<file path="src/rtl/pipeline_hazard_ctrl.sv">
// pipeline_hazard_ctrl: stall/flush control for a five-stage in-order pipeline.
// It resolves memory freezes, EX-stage redirects, load-use bubbles and ID-stage jal flushes.
// A data-memory wait that exceeds MEM_TIMEOUT cycles parks the block in a sticky error state.
// Optional feature: define HAZARD_PERF_CNT_EN to add the stall_cnt/flush_cnt performance counters.
module pipeline_hazard_ctrl #(
   parameter int unsigned MEM_TIMEOUT = 15
) (
   input  logic       clk,
   input  logic       rst_n,
   input  logic [4:0] Rs1D,
   input  logic [4:0] Rs2D,
   input  logic [1:0] RegReadD,
   input  logic [4:0] RdE,
   input  logic       MemToRegE,
   input  logic [2:0] RegWriteE,
   input  logic       BranchE,
   input  logic       JalrE,
   input  logic       JalD,
   input  logic       mem_req,
   input  logic       mem_ack,
   output logic       en_PC,
   output logic       en_IFID,
   output logic       clr_IFID,
   output logic       en_IDEX,
   output logic       clr_IDEX,
   output logic       en_EXMEM,
   output logic       clr_EXMEM,
   output logic       en_MEMWB,
   output logic       clr_MEMWB,
   output logic       mem_err
`ifdef HAZARD_PERF_CNT_EN
   ,
   output logic [31:0] stall_cnt,
   output logic [31:0] flush_cnt
`endif
);

   typedef enum logic [1:0] {
      RUN     = 2'd0,
      MEMWAIT = 2'd1,
      ERR     = 2'd2
   } state_t;

   localparam logic [7:0] TIMEOUT_C = MEM_TIMEOUT[7:0];

   state_t     state_q, state_d;
   logic [7:0] wcnt_q, wcnt_d;
   logic       mem_err_q, mem_err_d;
   logic       load_use;
   logic       redirect;
   // Enable vector order: {PC, IFID, IDEX, EXMEM, MEMWB}; clear vector order: {IFID, IDEX, EXMEM, MEMWB}.
   logic [4:0] run_en, en_c;
   logic [3:0] run_clr, clr_c;

   // Hazard detection: a load in EX whose destination is read by the instruction in ID.
   always_comb begin
      load_use = MemToRegE && (RegWriteE != 3'd0) && (RdE != 5'd0) &&
                 ((RegReadD[0] && (Rs1D == RdE)) || (RegReadD[1] && (Rs2D == RdE)));
      redirect = BranchE || JalrE;
   end

   // Normal-flow control when no memory freeze applies: redirect beats load-use beats jal.
   always_comb begin
      run_en  = 5'b11111;
      run_clr = 4'b0000;
      if (redirect) begin
         run_clr = 4'b1100;
      end else if (load_use) begin
         run_en  = 5'b00111;
         run_clr = 4'b0100;
      end else if (JalD) begin
         run_clr = 4'b1000;
      end
   end

   // Next-state, wait-counter and per-state output selection.
   always_comb begin
      state_d   = state_q;
      wcnt_d    = wcnt_q;
      mem_err_d = mem_err_q;
      en_c      = run_en;
      clr_c     = run_clr;
      case (state_q)
         RUN: begin
            if (mem_req && !mem_ack) begin
               en_c    = 5'b00000;
               clr_c   = 4'b0000;
               state_d = MEMWAIT;
               wcnt_d  = 8'd1;
            end
         end
         MEMWAIT: begin
            if (mem_ack) begin
               state_d = RUN;
               wcnt_d  = 8'd0;
            end else begin
               en_c  = 5'b00000;
               clr_c = 4'b0000;
               if (wcnt_q == TIMEOUT_C) begin
                  state_d   = ERR;
                  mem_err_d = 1'b1;
               end else if (wcnt_q != 8'hFF) begin
                  wcnt_d = wcnt_q + 8'd1;
               end
            end
         end
         ERR: begin
            en_c  = 5'b00000;
            clr_c = 4'b0000;
         end
         default: begin
            state_d = RUN;
            wcnt_d  = 8'd0;
         end
      endcase
   end

   // State registers; reset returns to RUN with the counter and error flag cleared.
   always_ff @(posedge clk or negedge rst_n) begin
      if (!rst_n) begin
         state_q   <= RUN;
         wcnt_q    <= 8'd0;
         mem_err_q <= 1'b0;
      end else begin
         state_q   <= state_d;
         wcnt_q    <= wcnt_d;
         mem_err_q <= mem_err_d;
      end
   end

   // Drive outputs; reset forces every stage held and cleared without waiting for a clock.
   always_comb begin
      if (!rst_n) begin
         {en_PC, en_IFID, en_IDEX, en_EXMEM, en_MEMWB} = 5'b00000;
         {clr_IFID, clr_IDEX, clr_EXMEM, clr_MEMWB}    = 4'b1111;
         mem_err                                       = 1'b0;
      end else begin
         {en_PC, en_IFID, en_IDEX, en_EXMEM, en_MEMWB} = en_c;
         {clr_IFID, clr_IDEX, clr_EXMEM, clr_MEMWB}    = clr_c;
         mem_err                                       = mem_err_q;
      end
   end

`ifdef HAZARD_PERF_CNT_EN
   logic [31:0] stall_cnt_q, flush_cnt_q;

   // Count cycles with the PC held and cycles with IF/ID flushed; both wrap naturally.
   always_ff @(posedge clk or negedge rst_n) begin
      if (!rst_n) begin
         stall_cnt_q <= 32'd0;
         flush_cnt_q <= 32'd0;
      end else begin
         stall_cnt_q <= stall_cnt_q + {31'd0, ~en_PC};
         flush_cnt_q <= flush_cnt_q + {31'd0, clr_IFID};
      end
   end

   assign stall_cnt = stall_cnt_q;
   assign flush_cnt = flush_cnt_q;
`else
   // Performance counters are not built in this configuration.
`endif

endmodule

</file>
<file path="config.mk">
export PLATFORM = sky130hd
export DESIGN_NAME = pipeline_hazard_ctrl
export DESIGN_NICKNAME = d
export VERILOG_FILES = /design/src/rtl/pipeline_hazard_ctrl.sv
export SDC_FILE = /design/constraint.sdc
export NUM_CORES = 1
export LEC_CHECK = 0
export BUFFER_PORTS_ARGS = -buffer_cell sky130_fd_sc_hd__buf_2
export CORE_MARGIN = 2
export CORE_UTILIZATION = 46
export DETAILED_ROUTE_END_ITERATION = 8
export PLACE_DENSITY = 0.81
export SYNTH_ARGS = -nofsm -noshare
export SYNTH_HDL_FRONTEND = slang
export SYNTH_SLANG_ARGS = --single-unit
</file>
<file path="constraint.sdc">
create_clock -name clk -period 2.25 [get_ports clk]
set_input_delay 0.3375 -clock clk [delete_from_list [all_inputs] [get_ports clk]]
set_output_delay 0.3375 -clock clk [all_outputs]
set_load 0.005 [all_outputs]
</file>
==> metrics.txt, run 1 <==
via/cell ratio=roughly 5.7; total grt overflow=0; Pwr Density=around 430 nW/um^2; Syn Nets=between 100 and 150; crit path DAT=1.73 ns; Buf+Inv Stages, Crit Path=4; Post-Synth XOR/XNOR Area=0.0993; clock sinks=11; worst rel slew slack=0.651; first-pass GRT wire length=3300 um; Slew Limit Fails=0; crit-path max FO=16; mux contribution to synthesized area=0; Tot GR Track Use=0.207; initial antenna violation count=0; top_reg_cell synth=dfrtp_1; vias in the first global route=815; final period utilization=0.917; grt met1 use=0.249; largest net degree at the start of global routing=17; gr busiest metal=met2; Multi-input gate area=547 sq um; VDD IR max=0.288 mV; Post-Synth Adder-Cell Area=0.0142; Via Count=~940; setup_tns=0 ns; crit path time final=slightly above 2 ns; I/O pin count=38; CTS H-tree lvls=1; CTS root buffer=clkbuf_4; clk_lat worst skew=about 0.27 ns; Critical Path Most Common Cell=buf_2; LEAKAGE=roughly 0.50 nW; WL per Instance=~13 um; Final Core Density=0.618; Setup crit start kind=primary input; Max Root-Sink Buffers=2; post-route antenna net violation count=0; flop and latch count out of synthesis=11; Area growth syn-to-layout=23.5%; status=finished clean; fmax=0.485 GHz; clk_skew=0.00718 ns; met2 usage=0.352; Synth Area in Simple Gates=0.243; Final #Nets=171; Avg Cell Area, Syn=8.32 sq um; crit end category=primary output; total routed wirelength=2100 um; DIE AREA=between 2000 and 2500 sq um; # fillers=around 170; Worst path slowest cell=dlygate4sd3_1; Synth Warn #=0; synthesized area=just under 900 sq um; share of layout cells above drive strength 1=0.319; largest stage delay on the critical path=0.53 ns; Worst Hold Class=primary input to register; clock transition at the registers of the reported paths=approximately 0.070 ns; Worst path top cell family by delay=buffers and inverters; slew of the pin with the lowest slew margin=between 0.5 and 0.6 ns; # DRC=0; final hold vios=0; main combinational cell family by area after synthesis=compound AO/OA/AOI/OAI gates; pre-CTS setup slack=~0.49 ns; GPL Wtd Cong=between 0.8 and 0.9; Chip Width=about 48 um; Compound-Gate Fraction of Synth Area=0.264; ANT cells=0; fin worst setup slack=roughly 0.19 ns; Setup-failing EPs final=0; final hold slack=about 0.40 ns; asr flop ratio synth=1.00; most frequent cells in the layout=buf_2 (37), dfrtp_1 (11), xnor2_1 (10); CTS tree=built; post-synthesis sequential area ratio=0.312; Post-CTS Setup Repair Bufs=0; Syn Inst Count=between 100 and 150; # rows=15; max cap viols=0; cells along the critical path=dlygate4sd3_1, buf_2, inv_1, a311oi_1, buf_2; CP Class=primary input to primary output; first drt pass iteration count=5; Die Span Y=47.8 um; DR iter-0 viols=18; met3 Usage GRT=0.0755; post-synth cell types=38; total CTS buffers=3; hpwl dp=~1700 um; RSZ-0062 raised after global routing=no; PortBufs=37; number of synthesized flops with an enable pin=0; FF/Latch Area=275 sq um; required time of the critical path=between 1.5 and 2 ns; Starting Density=0.500; Core Area=about 1800 sq um; most common cell after layout, fill and taps aside=buf_2
## what timing repair did
action,CTS,global route
gates resized for setup,0,0
hold buffers,1,0
endpoints found under the hold margin,11,0
## cell usage after synthesis (3+ instances only)
cell type,number,area share
nor2_1,5,0.021
o21ai_0,7,0.040
nand2b_1,3,0.021
a21oi_1,7,0.040
xnor2_1,10,0.099
nand4_1,3,0.021
nand2_1,9,0.038
o31ai_1,4,0.034
inv_1,4,0.017
buf_4,5,0.043
nand3_1,5,0.028
dfrtp_1,11,0.31
a31oi_1,3,0.021
o22ai_1,3,0.021
## logic make-up after synthesis
group	Yosys count
AO/OA/AOI/OAI	34
buffers and inverters	11
XOR/XNOR	10
flip-flops	11
adder cells (fa/ha/maj)	1
AND/OR/NAND/NOR	39
## power breakdown
| part | internal [mW] | switching [mW] | total, mW | leakage [nW] |
|---|---|---|---|---|
| logic | 0.0604 | 0.0570 | 0.117 | 0.333 |
| registers | 0.206 | 0.0115 | 0.217 | 0.149 |
| clock network | 0.0686 | 0.0626 | 0.131 | 0.0150 |
| total | 0.335 | 0.131 | 0.466 | 0.498 |
## metrics by stage
step                cell area (sq um)  std cells  total power, mW
floorplan                         882        106            0.289
global placement                 1050        161            0.331
detailed placement               1050        161            0.337
CTS                              1090        166            0.471
global route                     1090        166            0.495
finish                           1090        166            0.466
## worst paths after layout
kind / from / endpoint / slack, ns / depth (start not counted)
max: rst_n / en_IFID / 0.19 / 5
min: mem_req / state_q[0] / 0.40 / 3
max reg2reg: wcnt_q[5] / wcnt_q[0] / 0.47 / 4
min reg2reg: mem_err_q / mem_err_q / 0.46 / 1
max in group asynchronous: rst_n / wcnt_q[5] / 1.51 / 2
min in group asynchronous: rst_n / state_q[0] / 0.50 / 2
## final cells by class
cell class,count,share of cell area
Sequential cell,11,0.253
Multi-Input combinational cell,84,0.502
Clock buffer,4,0.0241
Inverter,4,0.0138
Timing Repair Buffer,38,0.179
Tap cell,25,0.0287
## worst reg2reg max path, stage by stage (launching register included)
cell and delay [ns]:
dfrtp_1 0.45, or4_4 0.58, a21oi_4 0.27, o22ai_1 0.14
a22o_1 0.24
## layer usage
metal  wire (um)  share of wire  vias to the layer above
li1            -              -                      462
met1         902           0.43                      446
met2        1060           0.50                       32
met3         119          0.057                        4
met4          24          0.011                        0
met5           0              0                        -
## state kept, by name (all words and copies together), names as in the netlist
name / count
mem_err_q: 1
wcnt_q: 8
state_q: 2
Note: power is estimated with default switching activity, not from simulation.
==> inputs of run 2 (changes only) <==
- CORE_UTILIZATION: 46 -> 49
- CTS_BUF_LIST: unset -> sky130_fd_sc_hd__clkbuf_4 sky130_fd_sc_hd__clkbuf_8
- PLACE_DENSITY: 0.81 -> 0.85
==> run 2 against run 1 <==
First-iteration DRC count is 44% higher. Clock skew is 0.0012 ns lower. Critical path depth stayed put. Die area is 5.6% lower. Sequential share of layout area is 0.087 points lower. Clock-buffer cell count stayed put. Core utilization is 2.3 points higher. Sequential cell count stayed put. Sequential power hardly changed. Global-route usage is 0.24 points higher. Highest routed layer is now met3.
==> metrics.txt, run 2 (synthesis gave the netlist of run 1 again) <==
status=finished clean (unchanged); Slew Limit Fails=0 (unchanged); initial antenna violation count=0 (unchanged); final period utilization=0.909 (was 0.917); Starting Density=0.516 (was 0.500); final hold vios=0 (unchanged); Sw Ratio=0.269 (was 0.281); setup_tns=0 ns (unchanged); total routed wirelength=1980 um (was 2100 um); Core Area=1710 sq um (was 1760 sq um); Most flops, register=wcnt_q (unchanged); Setup-failing EPs final=0 (unchanged); Final Core Density=0.640 (was 0.618); # rows=15 (unchanged); crit path time final=2.04 ns (was 2.06 ns); WL per Instance=11.9 um (was 12.7 um); DIE AREA=2160 sq um (was 2280 sq um); Via Count=913 (was 944); total grt overflow=0 (unchanged); largest net degree at the start of global routing=17 (unchanged); clock sinks=11 (unchanged); Final Cell Area=1090 sq um (about the same); I/O pin count=38 (unchanged); share of layout cells above drive strength 1=0.326 (was 0.319); RSZ-0062 raised after global routing=no (unchanged); largest registers=wcnt_q x8, state_q x2, mem_err_q x1 (unchanged); Sequential Power Share=0.457 (was 0.466); CP Class=primary input to primary output (unchanged); PortBufs=37 (unchanged); required time of the critical path=1.91 ns (about the same); Post-CTS Setup Repair Bufs=0 (unchanged); clock transition at the registers of the reported paths=0.07 ns (about the same); Pwr Density=434 nW/um^2 (was 427 nW/um^2); flip-flop count of the largest register after layout=8 (unchanged); combinational power share=0.245 (was 0.252); crit-path max FO=16 (unchanged); Clk pwr share=0.298 (was 0.282); Setup crit start kind=primary input (unchanged); crit path DAT=1.71 ns (was 1.73 ns); first drt pass iteration count=4 (was 5); P_sw=0.128 mW (was 0.131 mW); VDD IR max=0.350 mV (was 0.288 mV); CTS tree=built (unchanged); Final #Nets=171 (unchanged); GPL Wtd Cong=0.880 (was 0.834); Die Span Y=46.4 um (was 47.8 um); CTS H-tree lvls=1 (unchanged); final hold slack=0.405 ns (was 0.398 ns); ANT cells=0 (unchanged); # DRC=0 (unchanged); Tot GR Track Use=0.209 (was 0.207); clk_lat worst skew=0.26 ns (was 0.27 ns); most common cell after layout, fill and taps aside=buf_2 (unchanged); max cap viols=0 (unchanged); Post-DP Area=1050 sq um (unchanged); Worst Hold Class=primary input to register (unchanged); first-pass GRT wire length=3250 um (was 3300 um); LEAKAGE=0.501 nW (was 0.498 nW); DR iter-0 viols=26 (was 18); clk_skew=0.00602 ns (was 0.00718 ns); Register-to-Register Path Depth=4 (unchanged); hpwl dp=1610 um (was 1680 um); worst rel slew slack=0.666 (was 0.651); # fillers=153 (was 165); vias in the first global route=808 (was 815); CTS resizes=0 (unchanged); Max Root-Sink Buffers=2 (unchanged); fmax=0.489 GHz (was 0.485 GHz); slew of the pin with the lowest slew margin=0.497 ns (was 0.519 ns); Area growth syn-to-layout=24.0% (was 23.5%); Hold Crit Depth=3 (unchanged); Chip Width=46.4 um (was 47.8 um); CTS root buffer=clkbuf_4 (unchanged); post-route antenna net violation count=0 (unchanged); total CTS buffers=3 (unchanged); most frequent cells in the layout=buf_2 (37), dfrtp_1 (11), xnor2_1 (10) (unchanged); crit end category=primary output (unchanged); via/cell ratio=5.50 (was 5.69); Pint=0.347 mW (was 0.335 mW)
[run 2: cell count changes in the layout (fill, tap and decap cells not counted)]
| cell | change |
|---|---|
| clkbuf_4 | +1 |
| clkbuf_1 | -1 |
[run 2: power by group through the flow]
stage | sequential [mW] | combinational (mW) | clock (mW)
2_1_floorplan | 0.215 | 0.0736 | 0
3_3_place_gp | 0.219 | 0.112 | 0
3_5_place_dp | 0.220 | 0.115 | 0
4_1_cts | 0.216 | 0.117 | 0.150
5_1_grt | 0.218 | 0.131 | 0.156
6_report | 0.217 | 0.116 | 0.141
[run 2: cell type report]
cell class                 count  area [sq um]  area share
timing repair buffer          38           195       0.178
multi-input combinational     84           547       0.500
tap                           25          31.3      0.0286
clock buffer                   4          30.0      0.0275
inverter                       4          15.0      0.0137
sequential                    11           275       0.252
[run 2: metrics by stage]
stage | instances | setup slack, ns | power [mW]
final | 166 | 0.205 | 0.474
after global routing | 166 | 0.0523 | 0.505
after CTS | 166 | 0.169 | 0.483
after detailed placement | 161 | 0.484 | 0.335
after global placement | 161 | 0.551 | 0.331
after floorplan | 106 | 0.599 | 0.289
[run 2: worst max-delay path, stage by stage]
cell	delay (ns)
dlygate4sd3_1	0.52
buf_2	0.29
inv_1	0.14
a311oi_1	0.25
buf_2	0.17
[run 2: routing by layer]
| metal | up-vias | GRT usage | share of wire |
|---|---|---|---|
| li1 | 466 | - | - |
| met1 | 414 | 0.246 | 0.45 |
| met2 | 33 | 0.350 | 0.48 |
| met3 | 0 | 0.0863 | 0.067 |
| met4 | 0 | 0.0514 | 0 |
| met5 | - | 0 | 0 |
[run 2: what timing repair did]
item | CTS | global route
setup endpoints to repair | 0 | 0
hold buffers | 1 | 0
hold endpoints to repair | 11 | 0
[run 2: final timing paths]
| path | startpoint | to | slack [ns] |
|---|---|---|---|
| worst max register to register | wcnt_q[5] | wcnt_q[0] | 0.48 |
| worst min-delay path | mem_req | state_q[0] | 0.40 |
| worst min register to register | mem_err_q | mem_err_q | 0.46 |
| worst max-delay path | rst_n | en_IFID | 0.21 |
| min in group asynchronous | rst_n | wcnt_q[7] | 0.49 |
| max in group asynchronous | rst_n | wcnt_q[1] | 1.53 |
